$ cat config.mk
export PLATFORM = sky130hd
export DESIGN_NAME = icache_responder
export DESIGN_NICKNAME = d
export VERILOG_FILES = /design/src/rtl/icache_responder.sv
export SDC_FILE = /design/constraint.sdc
export NUM_CORES = 1
export LEC_CHECK = 0
export ABC_CLOCK_PERIOD_IN_PS = 12320
export BUFFER_PORTS_ARGS = -buffer_cell sky130_fd_sc_hd__buf_2
export CELL_PAD_IN_SITES_DETAIL_PLACEMENT = 1
export CELL_PAD_IN_SITES_GLOBAL_PLACEMENT = 1
export CORE_MARGIN = 2
export CORE_UTILIZATION = 50
export DETAILED_ROUTE_END_ITERATION = 12
export GPL_TIMING_DRIVEN = 0
export PLACE_DENSITY = 0.69
export SLEW_MARGIN = 20
export SYNTH_ARGS = -nofsm -noshare
export SYNTH_HDL_FRONTEND = slang
export SYNTH_SLANG_ARGS = --single-unit
$ cat constraint.sdc
create_clock -name CLK -period 12.32 [get_ports CLK]
set_input_delay 0.616 -clock CLK [delete_from_list [all_inputs] [get_ports CLK]]
set_output_delay 0.616 -clock CLK [all_outputs]
set_load 0.02 [all_outputs]
$ cat src/rtl/icache_responder.sv
// Direct-mapped instruction cache for the fetch port. Serves hits combinationally and refills
// a whole line from backing memory through a ready-handshake read port on a miss.
module icache_responder #(
    parameter int unsigned SETS        = 16,
    parameter int unsigned BLOCK_WORDS = 2,
    parameter int unsigned CNT_W       = 16
) (
    input  logic             CLK,
    input  logic             RST,
    input  logic             imemREN,
    input  logic [31:0]      imemaddr,
    output logic [31:0]      imemload,
    output logic             ihit,
    input  logic             flush,
    output logic             mem_ren,
    output logic [31:0]      mem_addr,
    input  logic [31:0]      mem_load,
    input  logic             mem_ready,
    output logic [CNT_W-1:0] miss_count
);

    localparam int unsigned WOFF  = $clog2(BLOCK_WORDS);
    localparam int unsigned OFF_W = (WOFF == 0) ? 1 : WOFF;
    localparam int unsigned IDX_W = $clog2(SETS);
    localparam int unsigned TAG_W = 30 - WOFF - IDX_W;

    typedef enum logic [0:0] {StIdle, StFill} state_e;

    state_e             state_q;
    logic [SETS-1:0]    valid_q;
    logic [OFF_W-1:0]   cnt_q;
    logic [31:0]        base_q;
    logic [CNT_W-1:0]   miss_count_q;
    logic [TAG_W-1:0]   tag_q  [SETS];
    logic [31:0]        data_q [SETS][BLOCK_WORDS];

    logic [OFF_W-1:0]   req_off;
    logic [IDX_W-1:0]   req_idx;
    logic [TAG_W-1:0]   req_tag;
    logic [IDX_W-1:0]   fill_idx;
    logic [TAG_W-1:0]   fill_tag;
    logic               req_hit;
    logic               fill_last;

    // With single-word lines there is no offset field; the 1-bit offset is tied to zero.
    assign req_off   = (WOFF == 0) ? '0 : imemaddr[2 +: OFF_W];
    assign req_idx   = imemaddr[2 + WOFF +: IDX_W];
    assign req_tag   = imemaddr[31 -: TAG_W];
    assign fill_idx  = base_q[2 + WOFF +: IDX_W];
    assign fill_tag  = base_q[31 -: TAG_W];
    assign fill_last = (cnt_q == OFF_W'(BLOCK_WORDS - 1));

    assign req_hit  = valid_q[req_idx] && (tag_q[req_idx] == req_tag);
    assign ihit     = (state_q == StIdle) && imemREN && req_hit && !flush;
    assign imemload = ihit ? data_q[req_idx][req_off] : 32'h0;

    assign mem_ren    = (state_q == StFill);
    assign mem_addr   = mem_ren ? (base_q + {{(30 - OFF_W){1'b0}}, cnt_q, 2'b00}) : 32'h0;
    assign miss_count = miss_count_q;

    always_ff @(posedge CLK) begin
        if (RST) begin
            state_q      <= StIdle;
            valid_q      <= '0;
            cnt_q        <= '0;
            base_q       <= '0;
            miss_count_q <= '0;
        end else begin
            case (state_q)
                StIdle: begin
                    if (flush) begin
                        valid_q <= '0;
                    end else if (imemREN && !req_hit) begin
                        base_q  <= {imemaddr[31:2 + WOFF], {(2 + WOFF){1'b0}}};
                        cnt_q   <= '0;
                        state_q <= StFill;
                        if (miss_count_q != '1) begin
                            miss_count_q <= miss_count_q + CNT_W'(1);
                        end
                    end
                end
                StFill: begin
                    // Abandoning an in-flight read is safe: memory reads have no side effects.
                    if (flush) begin
                        valid_q <= '0;
                        cnt_q   <= '0;
                        state_q <= StIdle;
                    end else if (mem_ready) begin
                        if (fill_last) begin
                            valid_q[fill_idx] <= 1'b1;
                            cnt_q             <= '0;
                            state_q           <= StIdle;
                        end else begin
                            cnt_q <= cnt_q + OFF_W'(1);
                        end
                    end
                end
                default: state_q <= StIdle;
            endcase
        end
    end

    // Arrays are not reset; a stale tag is harmless because its valid bit gates the hit.
    always_ff @(posedge CLK) begin
        if (state_q == StFill && mem_ready) begin
            data_q[fill_idx][cnt_q] <= mem_load;
            if (fill_last) begin
                tag_q[fill_idx] <= fill_tag;
            end
        end
    end

endmodule

-- Yosys cells after proc, flatten, opt, wreduce, memory -nomap -nowiden
Memories as Yosys holds them, arrays and structs flattened.
Index checks and enable logic that the tools add are counted.
- flip-flop bits (word level): 63
- memory bits (writable): 1424
- input bits: 69
- output and inout port bits: 82
- memories kept: 2
- memory list (memory ; words ; width ; read ports ; clocked after Yosys merged registers in ; write ports ; line ; source):
    data_q ; 16 ; 64 ; 1 ; 0 ; 1 ; 35 ; logic [31:0] data_q [SETS][BLOCK_WORDS];
    tag_q ; 16 ; 25 ; 1 ; 0 ; 1 ; 34 ; logic [TAG_W-1:0] tag_q [SETS];
- $add $sub $neg: 3
- $lt $le $gt $ge: 6
- equal/unequal tests: 7
- mux-type cells: 33
- bitwise logic cells: 5
- reduce and logical (&&, ||, !) cells: 14
- operators by type and width (cell ; number):
    32-bit two-way mux ; 6
    16-bit two-way mux ; 4
    64-bit two-way mux ; 1
    32-bit by 3-bit adder with 32-bit output ; 1
    32-bit demux with 1-bit select ; 1
    16-bit one-hot mux with 2 select lines ; 1
    25-bit equality test ; 1
    16-bit by 1-bit adder with 16-bit output, second input constant ; 1
    1-bit two-way mux ; 16
    16-bit != test, second input constant ; 1
    16-bit OR ; 1
    4-bit by 5-bit < comparator with 1-bit output, second input constant ; 2
    3-bit AND reduction ; 3
    1-bit logical AND ; 8
    1-bit binary-select mux with 4-bit select ; 1
    1-bit demux with 4-bit select ; 1
    2-bit greater-or-equal comparator, second input constant ; 2
    4-bit by 1-bit greater-or-equal comparator with 1-bit output, second input constant ; 1
    2-bit != test, second input constant ; 2
    1-bit inverter with 2-bit output ; 2
    1-bit one-hot mux with 2 select lines ; 2
    4-bit AND reduction ; 1
    3-bit by 2-bit != test with 1-bit output, second input constant ; 1
    3-bit != test, second input constant ; 1
    other kinds (5) ; 7

-- Longest topological paths before layout
- depth in word-level cells: 9
- depth in mapped cells: 16
- gate-level depth less buffers: 9

-- Worst setup path before layout
Ideal clock, no wire load.
- path kind: in2out
- start: input port imemaddr[3]
- end: output port imemload[23]
- data arrival time: 3.495 ns
- data required time: 11.704 ns
- setup slack: 8.209 ns
- cell stages on the path: 10
- buffers on the path: 6
- path through: buf_6 buf_6 buf_6 buf_4 buf_1 buf_1 mux4_2 mux4_2 mux2i_1 nor2_1
- word-level cells in the longest chain between the ends: 6
- RTL lines (what ; line ; source):
    from (decl) ; 11 ; input logic [31:0] imemaddr,
    memory read 16 x 25 bit / 1-bit binary-select mux with 4-bit select (equally long branches) ; - ;
    25-bit equality test / 1-bit two-way mux (equally long branches) ; 53 ; assign req_hit = valid_q[req_idx] && (tag_q[req_idx] == req_tag);
    1-bit logical AND ; 53 ;
    1-bit logical AND (2 in series) ; 54 ; assign ihit = (state_q == StIdle) && imemREN && req_hit && !flush;
    32-bit two-way mux * ; 55 ; assign imemload = ihit ? data_q[req_idx][req_off] : 32'h0;
    to (decl) ; 12 ; output logic [31:0] imemload,
Every way passes the cells marked *; elsewhere a longest branch is shown, timed or not. The select of a mux whose other input is x is not followed.

-- Worst setup path after layout
- start: input port imemaddr[6]
- end: output port imemload[30]
Same word-level chain as after synthesis.

==> impl_metrics.sql <==
INSERT INTO impl_metrics (metric_group, metric, value, unit) VALUES
('status', 'status', 'complete, no violations', ''),
('grt', 'antenna_violations_before_repair', '3', ''),
('critical_path', 'reg2reg_end', 'miss_count[11]', ''),
('logic_synthesis', 'yosys_most_used_dff', 'sky130_fd_sc_hd__edfxtp_1', ''),
('floorplanning', 'boundaryPins', '151', ''),
('logic_synthesis', 'synthesis.yosys.warnings', '0', ''),
('timing', 'min_clock_period_post_route', '6.49', 'ns'),
('timing', 'hold_viol_final', '0', ''),
('clocking', 'clkSinkCount', '1487', ''),
('logic_synthesis', 'synth-simple-area-share', '2.72', '%'),
('power_and_ir_drop', 'peakVddDrop', '0.000131', 'V'),
('timing', 'final.setup.tns', '0', 'ns'),
('finish', 'fill_cells', '9740', ''),
('logic_synthesis', 'postSynthCellCount', '2655', ''),
('critical_path', 'crit_path_max_delay_family', 'buffers and inverters', ''),
('finish', 'layout_commonest_cell', 'sky130_fd_sc_hd__edfxtp_1', ''),
('timing', 'timing.max_slew.rel_slack', '24.0', '%'),
('timing', 'fin_worst_skew', '0.0268', 'ns'),
('logic_synthesis', 'synth_cell_types', '69', ''),
('hold_path', 'min_path_cells', '3', ''),
('grt', 'global_route.overflow_total', '0', ''),
('clocking', 'cts-root-buf', 'sky130_fd_sc_hd__clkbuf_16', ''),
('critical_path', 'worst_r2r_startpoint', 'tag_q[2][20]', ''),
('grt', 'grt_usage', '28.0', '%'),
('detailed_routing', 'route.detailed.drc', '0', ''),
('timing', 'setup-violations-final', '0', ''),
('timing', 'worstMarginPinSlew', '1.14', 'ns'),
('logic_synthesis', 'synth-edff-count', '1424', ''),
('floorplanning', 'chipHeight', '345', 'um'),
('critical_path', 'timing.critical_path.from', 'imemaddr[6]', ''),
('clocking', 'cts_hold_buf', '0', ''),
('critical_path', 'timing.reg2reg.setup_slack', '8.62', 'ns'),
('clocking', 'cts.repair_timing.setup_buffer_count', '0', ''),
('floorplanning', 'core_area', '116000', 'um^2'),
('logic_synthesis', 'synth_compound_area_share', '1.55', '%'),
('finish', 'fraction_of_layout_instances_using_a_drive_strength_above_1', '31.8', '%'),
('logic_synthesis', 'netlist_area', '58100', 'um^2'),
('grt', 'global_route_wire_length_before_repair', '233', 'mm'),
('placed_design', 'gp_congestion', '0.855', ''),
('finish', 'commonest_cells_after_routing_fill_and_taps_aside', 'sky130_fd_sc_hd__edfxtp_1, sky130_fd_sc_hd__mux4_2, sky130_fd_sc_hd__buf_2, sky130_fd_sc_hd__clkbuf_16, sky130_fd_sc_hd__clkbuf_1', ''),
('critical_path', 'critical_path.startpoint_type', 'input port', ''),
('critical_path', 'critical_path_s_most_frequent_cell', 'sky130_fd_sc_hd__buf_2', ''),
('detailed_routing', 'detail-route-antenna-nets', '0', ''),
('detailed_routing', 'via_per_inst', '6.32', ''),
('logic_synthesis', 'muxShareOfSynthArea', '18.0', '%'),
('clocking', 'clk_latency', '0.78', 'ns'),
('logic_synthesis', 'synth_top_family_by_area', 'multiplexers', ''),
('placed_design', 'hpwlAfterDp', '108', 'mm'),
('clocking', 'htree_levels', '4', ''),
('hold_path', 'hold_path.class', 'input port to flip-flop', ''),
('critical_path', 'critical_path.cell_chain', 'buf_2 > buf_1 > buf_1 > clkbuf_2 > o21ai_0 > nor4_1 > nand4_1 > buf_2 > nor2_1 > buf_2', ''),
('logic_synthesis', 'syn_avg_cell_area', '21.9', 'um^2'),
('logic_synthesis', 'ys_seq_area_share', '75.8', '%'),
('floorplanning', 'floorplan.initialDensity', '50.2', '%'),
('critical_path', 'critical_path_class', 'input port to output port', ''),
('logic_synthesis', 'synth_fa_ha_area_share', '0.0215', '%'),
('detailed_routing', 'drt-total-wl', '163', 'mm'),
('clocking', 'cts_resized', '0', ''),
('flow_run', 'timing.max_cap.violations', '0', ''),
('power_and_ir_drop', 'power_leakage', '21.6', 'nW'),
('timing', 'final_max_slew_viol_count', '0', ''),
('detailed_routing', 'number_of_vias_after_detailed_routing', '29616', ''),
('hold_path', 'destination_of_the_worst_hold_path', 'base_q[29]', ''),
('critical_path', 'cp_slowest_cell', 'sky130_fd_sc_hd__buf_1', ''),
('power_and_ir_drop', 'powerDensity', '157', 'nW/um^2'),
('timing', 'timing.final.crit_share', '52.7', '%'),
('detailed_routing', 'initial_drt_markers', '3300', ''),
('finish', 'multi_input_gate_area', '13500', 'um^2'),
('clocking', 'tritoncts', 'yes', ''),
('finish', 'post-route-util', '58.8', '%'),
('critical_path', 'worst-endpoint-arrival', '5.88', 'ns');
report_power, final:
group | internal, mW | total [mW] | switching [mW]
Clock | 2.65 | 4.60 | 1.96
Sequential | 5.54 | 5.56 | 0.0214
Combinational | 0.196 | 0.497 | 0.300
how the worst max path moves through the flow:
stage	to	slack [ns]	cells past startpoint
floorplan	imemload[23]	8.21	10
global placement	data_q[7][10]	4.19	4
detailed placement	imemload[30]	5.93	13
CTS	imemload[30]	5.88	13
global route	imemload[30]	5.79	10
finish	imemload[30]	5.83	10
stage by stage:
| step | cells | cell area [um^2] | total power [mW] | setup WS, ns | hold WS, ns |
|---|---|---|---|---|---|
| floorplan | 2656 | 58100 | 5.95 | 8.21 | 0.422 |
| global placement | 4323 | 60700 | 6.14 | 4.19 | 0.442 |
| detailed placement | 4412 | 63000 | 6.17 | 5.93 | 0.461 |
| CTS | 4688 | 68000 | 10.7 | 5.88 | 0.105 |
| global route | 4688 | 68000 | 10.9 | 5.79 | 0.150 |
| finish | 4689 | 68000 | 10.7 | 5.83 | 0.163 |
routing by layer:
| layer | up-vias | routed length [um] | track usage (%) |
|---|---|---|---|
| li1 | 11928 | - | - |
| met1 | 15987 | 62900 | 37.1 |
| met2 | 1389 | 83400 | 47.5 |
| met3 | 310 | 11800 | 4.97 |
| met4 | 2 | 5030 | 9.29 |
| met5 | - | 8 | 0 |
layout make-up:
class / instances / area share, %
Tap cell: 1524 / 2.80
Buffer: 157 / 1.17
Clock buffer: 193 / 5.99
Inverter: 9 / 0.0497
Multi-Input combinational cell: 1003 / 19.9
Antenna cell: 1 / 0.00368
Timing Repair Buffer: 232 / 4.09
Sequential cell: 1487 / 64.7
Clock inverter: 83 / 1.30
sequential cells by signal (all words and copies together), names as in the netlist:
signal / cells
miss_count: 16
valid_q: 16
mem_ren: 1
tag_q: 400
base_q: 29
cnt_q: 1
data_q: 1024
logic make-up after synthesis:
logic type               count (synthesis)
AO/OA/AOI/OAI                          143
XOR/XNOR                                35
adder cells (fa/ha/maj)                  1
buffers and inverters                  166
flip-flops                            1487
multiplexers                           524
other                                    1
AND/OR/NAND/NOR                        298
cell usage after synthesis (all sizes together), types with 4 or more instances:
cell | number | area, um^2
buf | 79 | 459
xor2 | 12 | 105
nand3b | 26 | 195
inv | 8 | 30.0
and4 | 4 | 35.0
and2 | 34 | 213
clkbuf | 78 | 293
nand2b | 9 | 56.3
nor3 | 15 | 75.1
nor2 | 106 | 398
a21oi | 38 | 190
mux2i | 85 | 851
or3 | 7 | 43.8
mux2 | 26 | 315
xnor2 | 23 | 201
dfxtp | 63 | 1260
and3 | 6 | 37.5
a2111oi | 5 | 50.0
mux4 | 413 | 9300
o21ai | 43 | 215
o22ai | 7 | 43.8
nand3 | 18 | 90.1
nand4 | 6 | 37.5
o41ai | 5 | 43.8
nor2b | 22 | 138
nand2 | 24 | 90.1
nor4 | 5 | 31.3
a31oi | 12 | 75.1
edfxtp | 1424 | 42800
a41oi | 6 | 52.6
tightest hold or removal path: stages:
cell,delay [ns]
sky130_fd_sc_hd__buf_2,0.12
sky130_fd_sc_hd__nand3b_1,0.08
sky130_fd_sc_hd__a21oi_1,0.07
Note: power is estimated with default switching activity, not from simulation.
